[config.mk]
export PLATFORM = sky130hd
export DESIGN_NAME = button_seq_lock_flat
export DESIGN_NICKNAME = d
export VERILOG_FILES = /design/src/rtl/button_seq_lock_pkg.sv /design/src/rtl/button_seq_lock_if.sv /design/src/rtl/btn_edge_sync.sv /design/src/rtl/button_seq_lock.sv /design/src/flat_wrapper.sv
export SDC_FILE = /design/constraint.sdc
export NUM_CORES = 1
export LEC_CHECK = 0
export CORE_ASPECT_RATIO = 0.6
export CORE_MARGIN = 2
export CORE_UTILIZATION = 35
export DETAILED_ROUTE_END_ITERATION = 8
export PLACE_DENSITY_LB_ADDON = 0.15
export SLEW_MARGIN = 20
export SYNTH_ARGS = -nofsm -noshare
export SYNTH_HDL_FRONTEND = slang
export SYNTH_SLANG_ARGS = --single-unit
export TNS_END_PERCENT = 10
[constraint.sdc]
create_clock -name CLK -period 2.6 [get_ports CLK]
set_input_delay 0.52 -clock CLK [delete_from_list [all_inputs] [get_ports CLK]]
set_output_delay 0.52 -clock CLK [all_outputs]
set_load 0.02 [all_outputs]
[src/rtl/button_seq_lock_pkg.sv]
// Shared types and helpers for the button sequence lock.
// Lock state encoding and code-entry extraction.
package button_seq_lock_pkg;

  typedef enum logic [1:0] {
    IDLE,
    ENTRY,
    UNLOCKED,
    LOCKOUT
  } lock_state_t;

  localparam int CODE_MAX = 64;
  localparam int ENT_W    = 8;

  function automatic logic [ENT_W-1:0] code_entry(
    input logic [CODE_MAX-1:0] code,
    input int                  k,
    input int                  idx_w
  );
    logic [CODE_MAX-1:0] sh;
    logic [ENT_W-1:0]    e;
    sh = code >> (k * idx_w);
    e  = '0;
    for (int i = 0; i < ENT_W; i++) begin
      if (i < idx_w) e[i] = sh[i];
    end
    return e;
  endfunction

endpackage

[src/rtl/button_seq_lock_if.sv]
// Board-side bundle of the button sequence lock.
// master drives buttons/code, slave drives status.
interface button_seq_lock_if #(
  parameter int NUM_BTN = 3,
  parameter int SEQ_LEN = 5
);
  localparam int IDX_W = $clog2(NUM_BTN);
  localparam int PRG_W = $clog2(SEQ_LEN + 1);

  logic [NUM_BTN-1:0]       BTN;
  logic [SEQ_LEN*IDX_W-1:0] SEQ_CODE;
  logic                     LED;
  logic [PRG_W-1:0]         PROGRESS;
  logic                     ERR;
  logic                     LOCKED_OUT;

  modport master (
    output BTN, SEQ_CODE,
    input  LED, PROGRESS, ERR, LOCKED_OUT
  );

  modport slave (
    input  BTN, SEQ_CODE,
    output LED, PROGRESS, ERR, LOCKED_OUT
  );
endinterface

[src/rtl/btn_edge_sync.sv]
// Two-flop synchronizer plus previous-value flop.
// rise flags a 0->1 transition of each synced button.
module btn_edge_sync #(
  parameter int W = 3
) (
  input  logic         CLK,
  input  logic         RST,
  input  logic [W-1:0] btn,
  output logic [W-1:0] rise
);
  logic [W-1:0] s1;
  logic [W-1:0] s2;
  logic [W-1:0] prev;

  // synchronize raw buttons and remember last synced value
  always_ff @(posedge CLK) begin
    if (!RST) begin
      s1   <= '0;
      s2   <= '0;
      prev <= '0;
    end else begin
      s1   <= btn;
      s2   <= s1;
      prev <= s2;
    end
  end

  assign rise = s2 & ~prev;
endmodule

[src/rtl/button_seq_lock.sv]
// Push-button sequence lock with timeout and lockout.
// Presses come from btn_edge_sync; outputs are registered.
module button_seq_lock
  import button_seq_lock_pkg::*;
#(
  parameter int NUM_BTN     = 3,
  parameter int SEQ_LEN     = 5,
  parameter int TIMEOUT_CYC = 1000,
  parameter int UNLOCK_CYC  = 500,
  parameter int MAX_ERR     = 3,
  parameter int LOCKOUT_CYC = 2000
) (
  input logic               CLK,
  input logic               RST,
  button_seq_lock_if.slave  bus
);
  localparam int IDX_W  = $clog2(NUM_BTN);
  localparam int CODE_W = SEQ_LEN * IDX_W;
  localparam int PRG_W  = $clog2(SEQ_LEN + 1);
  localparam int ERR_W  = $clog2(MAX_ERR + 1);
  localparam int T_A    = (TIMEOUT_CYC > UNLOCK_CYC) ?
                          TIMEOUT_CYC : UNLOCK_CYC;
  localparam int T_MAX  = (T_A > LOCKOUT_CYC) ? T_A : LOCKOUT_CYC;
  localparam int TMR_W  = $clog2(T_MAX + 1);

  localparam logic [TMR_W-1:0] TO_LIM  = TMR_W'(TIMEOUT_CYC - 1);
  localparam logic [TMR_W-1:0] UL_LIM  = TMR_W'(UNLOCK_CYC - 1);
  localparam logic [TMR_W-1:0] LO_LIM  = TMR_W'(LOCKOUT_CYC - 1);
  localparam logic [TMR_W-1:0] TMR_TOP = TMR_W'(T_MAX);

  logic [NUM_BTN-1:0]  rise;
  lock_state_t         state_q, state_d;
  logic [PRG_W-1:0]    prog_q, prog_d;
  logic [ERR_W-1:0]    errc_q, errc_d;
  logic [TMR_W-1:0]    tmr_q, tmr_d;
  logic                fail_q, fail_d;
  logic [CODE_MAX-1:0] code_ext;
  logic [ENT_W-1:0]    press_idx;
  logic [ENT_W-1:0]    want_idx;
  logic                press;
  logic                match;
  logic                led_d;
  logic                lo_d;

  btn_edge_sync #(.W(NUM_BTN)) u_sync (
    .CLK  (CLK),
    .RST  (RST),
    .btn  (bus.BTN),
    .rise (rise)
  );

  // decode the press and compare it with the expected entry
  always_comb begin
    code_ext = '0;
    code_ext[CODE_W-1:0] = bus.SEQ_CODE;
    press_idx = '0;
    for (int i = 0; i < NUM_BTN; i++) begin
      if (rise[i]) press_idx = ENT_W'(i);
    end
    want_idx = code_entry(code_ext, int'(prog_q), IDX_W);
    press    = |rise;
    match    = $onehot(rise) && (press_idx == want_idx);
  end

  // state, progress, error count and shared timer
  always_ff @(posedge CLK) begin
    if (!RST) begin
      state_q <= IDLE;
      prog_q  <= '0;
      errc_q  <= '0;
      tmr_q   <= '0;
      fail_q  <= 1'b0;
    end else begin
      state_q <= state_d;
      prog_q  <= prog_d;
      errc_q  <= errc_d;
      tmr_q   <= tmr_d;
      fail_q  <= fail_d;
    end
  end

  // next state; a failure overrides any restart
  always_comb begin
    state_d = state_q;
    prog_d  = prog_q;
    errc_d  = errc_q;
    fail_d  = 1'b0;
    tmr_d   = (tmr_q == TMR_TOP) ? tmr_q : tmr_q + TMR_W'(1);
    unique case (state_q)
      IDLE: begin
        tmr_d = '0;
        if (press) begin
          if (!match) begin
            fail_d = 1'b1;
          end else if (SEQ_LEN == 1) begin
            state_d = UNLOCKED;
            errc_d  = '0;
          end else begin
            state_d = ENTRY;
            prog_d  = PRG_W'(1);
          end
        end
      end
      ENTRY: begin
        if (press) begin
          if (!match) begin
            fail_d = 1'b1;
          end else begin
            tmr_d = '0;
            if (prog_q == PRG_W'(SEQ_LEN - 1)) begin
              state_d = UNLOCKED;
              prog_d  = '0;
              errc_d  = '0;
            end else begin
              prog_d = prog_q + PRG_W'(1);
            end
          end
        end else if (tmr_q >= TO_LIM) begin
          fail_d = 1'b1;
        end
      end
      UNLOCKED: begin
        if (press || tmr_q >= UL_LIM) state_d = IDLE;
      end
      LOCKOUT: begin
        if (tmr_q >= LO_LIM) state_d = IDLE;
      end
      default: state_d = IDLE;
    endcase
    if (fail_d) begin
      prog_d = '0;
      tmr_d  = '0;
      if (errc_q == ERR_W'(MAX_ERR - 1)) begin
        state_d = LOCKOUT;
        errc_d  = '0;
      end else begin
        state_d = IDLE;
        errc_d  = errc_q + ERR_W'(1);
      end
    end
  end

  // status levels decoded from the current state
  always_comb begin
    led_d = (state_q == UNLOCKED);
    lo_d  = (state_q == LOCKOUT);
  end

  // glitch-free registered outputs
  always_ff @(posedge CLK) begin
    if (!RST) begin
      bus.LED        <= 1'b0;
      bus.PROGRESS   <= '0;
      bus.ERR        <= 1'b0;
      bus.LOCKED_OUT <= 1'b0;
    end else begin
      bus.LED        <= led_d;
      bus.PROGRESS   <= prog_q;
      bus.ERR        <= fail_q;
      bus.LOCKED_OUT <= lo_d;
    end
  end
endmodule

[src/flat_wrapper.sv]
// flat-port wrapper written by rule: the top's interface ports become plain ports
module button_seq_lock_flat import button_seq_lock_pkg::*;
#(
  parameter int NUM_BTN     = 3,
  parameter int SEQ_LEN     = 5,
  parameter int TIMEOUT_CYC = 1000,
  parameter int UNLOCK_CYC  = 500,
  parameter int MAX_ERR     = 3,
  parameter int LOCKOUT_CYC = 2000
)
  (CLK, RST, bus_BTN, bus_SEQ_CODE, bus_LED, bus_PROGRESS, bus_ERR, bus_LOCKED_OUT);
  button_seq_lock_if #(.NUM_BTN(NUM_BTN), .SEQ_LEN(SEQ_LEN)) bus_i ();
  input logic CLK;
  input logic RST;
  input wire logic [$bits(bus_i.BTN)-1:0] bus_BTN;
  input wire logic [$bits(bus_i.SEQ_CODE)-1:0] bus_SEQ_CODE;
  output wire logic [$bits(bus_i.LED)-1:0] bus_LED;
  output wire logic [$bits(bus_i.PROGRESS)-1:0] bus_PROGRESS;
  output wire logic [$bits(bus_i.ERR)-1:0] bus_ERR;
  output wire logic [$bits(bus_i.LOCKED_OUT)-1:0] bus_LOCKED_OUT;
  assign bus_i.BTN = bus_BTN;
  assign bus_i.SEQ_CODE = bus_SEQ_CODE;
  assign bus_LED = bus_i.LED;
  assign bus_PROGRESS = bus_i.PROGRESS;
  assign bus_ERR = bus_i.ERR;
  assign bus_LOCKED_OUT = bus_i.LOCKED_OUT;
  button_seq_lock #(.NUM_BTN(NUM_BTN), .SEQ_LEN(SEQ_LEN), .TIMEOUT_CYC(TIMEOUT_CYC), .UNLOCK_CYC(UNLOCK_CYC), .MAX_ERR(MAX_ERR), .LOCKOUT_CYC(LOCKOUT_CYC)) u_core (.CLK(CLK), .RST(RST), .bus(bus_i));
endmodule
==> reports/results.txt <==
Status - finished clean
Final ANT Viol Nets - 0
Slowest cell on crit path - clkdlybuf4s50_1
Worst Setup End Kind - flop
Clock network power share - 35.9%
CTS-repair resized insts - 0
IR drop worst, VDD - 0.262 mV
Final TNS setup - 0 ps
Crit-path leading delay family - simple AND/OR/NAND/NOR gates
Vias per cell - 5.04
Final setup viols - 0
Area Overhead vs Synth - 20.0%
F_max - 432 MHz
Most frequent cell after synthesis - dfxtp_1
Predominant post-synthesis flop cell - dfxtp_1
DRT iter0 DRCs - 80
Clock sink total - 34
Crit path arrival time - 2510 ps
Syn nets - 208
Worst rel slew slack - 59.6%
I/O Pins - 21
Die W - 93.4 um
Kind of critical path - input pin to flop
Buffers plus inverters on the worst setup path - 1
Number of enable flip-flop cells after synthesis - 0
Post-layout min period - 2320 ps
Mean post-synth cell area - 8.92 um2
PwrDens - 554 nW/um2
Layout fillers - 445
Ranking of synthesized cells by area - dfxtp_1 (41%), nor2_1 (5.1%), and2_1 (4.1%)
Root Buffer - clkbuf_8
# DRC - 0
Core Footprint - 4590 um2
Mapped cell area - 1680 um2
Sequential Power Share - 51.6%
Worst reg2reg startpoint - u_core.prog_q[0]$_SDFFE_PP0P_
Yosys cell types - 46
Sequential share of the synthesized area - 40.6%
CTS Buf Count - 5
CP Launch Point - bus_SEQ_CODE[3]
Share of the synthesized area in the top cell type - 40.6%
Pint - 0.827 mW
PortBufs - 20
Leakage power - 0.741 nW
Crit-path max FO - 8
Post-synthesis register bit count - 34
Clk buf depth - 2
Crit path cell chain - clkdlybuf4s50_1 -> mux2i_1 -> or3_4 -> a21oi_1 -> and3b_1 -> o21ai_4 -> nand2_1 -> a311oi_2
Hold Slack - 435 ps
Final hold vios - 0
Post-DP HPWL - 2570 um
Initial antenna violation count - 0
Final wirelength - 3430 um
Global route overflow - 0
Initial core utilization - 36.6%
CTS H-tree lvls - 2
Vias - 1370
Clk Latency, worst-skew pair - 280 ps
Antenna cells - 0
Area of the multi-input gates - 925 um2
Async SR Flop Fraction - 0%
CP max stage delay - 470 ps
Max_cap viols - 0
WL/cell - 12.6 um
First-pass GRT wire length - 5930 um
Num rows - 19
Worst min-delay path category - flop to flop
Pre-antenna DRT Iters - 4
Hold bufs inserted after CTS - 0
Sw Share - 25.9%
Post-Synthesis Cells - 188
Startpoint types - input pin
RSZ-0062 raised after global routing - false
Worst Hold Launch - u_core.u_sync.s1[0]$_SDFF_PN0_
Largest area contributor in the netlist - dfxtp_1
Sequential Area - 681 um2
Share of cells above drive strength 1 - 7.18%
Worst EP required - 2800 ps
Slew Viols, Final - 0
Die Area - 5380 um2
Slew @ Worst Pin - 591 ps
Clk pin slew, worst setup/hold paths - 70 ps
Clock Skew - 4.16 ps
Post-CTS Setup Inserts - 0
Period Utilization, post-route - 89.1%
CTS tree - done
Post-synth top cells - dfxtp_1 (34), nor2_1 (23), nand2_1 (12)
Vias in the first global route - 1278
Comb power frac - 12.6%
NetSw - 0.289 mW
GRT Total Usage - 14.2%
Largest net degree at the start of global routing - 16
Synth warn - 0
Gp weighted congestion - 0.784
# nets final - 228
Die height - 57.6 um
registers in the layout (all words and copies together), names as in the netlist:
signal / cells
u_core.errc_q: 2
u_core.bus.LOCKED_OUT: 1
u_core.u_sync.prev: 3
u_core.tmr_q: 11
u_core.u_sync.s2: 3
u_core.prog_q: 3
u_core.bus.LED: 1
u_core.state_q: 2
u_core.bus.ERR: 1
u_core.u_sync.s1: 3
u_core.bus.PROGRESS: 3
u_core.fail_q: 1
kinds of logic (layout without fill, tap and decap cells):
kind of cell / after synthesis / in the layout / synth area share, %
XOR/XNOR: 9 / 9 / 4.70
AND/OR/NAND/NOR: 90 / 90 / 29.8
buffers and inverters: 15 / 36 / 4.32
AO/OA/AOI/OAI: 30 / 30 / 13.8
flip-flops: 34 / 34 / 40.6
adder cells (fa/ha/maj): 5 / 5 / 3.73
multiplexers: 5 / 5 / 3.06
path summary, 6_finish.rpt:
path | to | depth (start not counted) | slack [ps]
setup reg to reg | u_core.prog_q[0]$_SDFFE_PP0P_ | 7 | 360
hold reg to reg | u_core.u_sync.s2[0]$_SDFF_PN0_ | 1 | 430
setup / recovery | u_core.prog_q[0]$_SDFFE_PP0P_ | 8 | 280
hold / removal | u_core.u_sync.s2[0]$_SDFF_PN0_ | 1 | 430
cell usage in the layout (no fill, tap or decap), drive strengths merged, types with 3 or more instances in the layout:
cell type      instances
a21oi                  5
and2                  11
and3                   3
clkbuf                 7
clkdlybuf4s50         20
dfxtp                 34
ha                     5
inv                    6
mux2i                  4
nand2                 12
nand2b                 7
nand3                  5
nand4                  6
nor2                  23
nor2b                  4
nor3                   4
nor3b                  4
o21ai                  4
o22ai                  3
o31ai                  3
or3                    3
xnor2                  3
xor2                   6
cell type report:
class                           instances  area share [%]
Multi-Input combinational cell        139            45.9
Sequential cell                        34            33.8
Timing Repair Buffer                   22            10.7
Clock buffer                            7            4.29
Tap cell                               63            3.92
Inverter                                6            1.12
Clock inverter                          1           0.249
stage by stage:
| step | utilization [%] | total power, mW | area [um2] | cells | setup slack, ps |
|---|---|---|---|---|---|
| after floorplan | - | 0.677 | 1680 | 188 | 687 |
| after global placement | 41.9 | 0.722 | 1920 | 264 | 121 |
| after detailed placement | 41.9 | 0.725 | 1920 | 264 | 10.7 |
| after CTS | 43.9 | 1.13 | 2010 | 272 | 306 |
| after global routing | 43.9 | 1.18 | 2010 | 272 | 165 |
| final | 43.9 | 1.12 | 2010 | 272 | 284 |
routing by layer:
metal	global-route usage [%]	share of wire (%)	vias up
li1	-	-	703
met1	20.5	53	625
met2	18.9	40	36
met3	5.07	5.5	6
met4	6.30	1.1	0
met5	0	0	-
power by group through the flow:
stage          registers (mW)  clock network [mW]  logic, mW
2_1_floorplan           0.568                   0      0.109
3_3_place_gp            0.584                   0      0.138
3_5_place_dp            0.585                   0      0.139
4_1_cts                 0.573               0.415      0.141
5_1_grt                 0.578               0.443      0.157
6_report                0.575               0.400      0.140
Power figures use the tool's default switching activity.
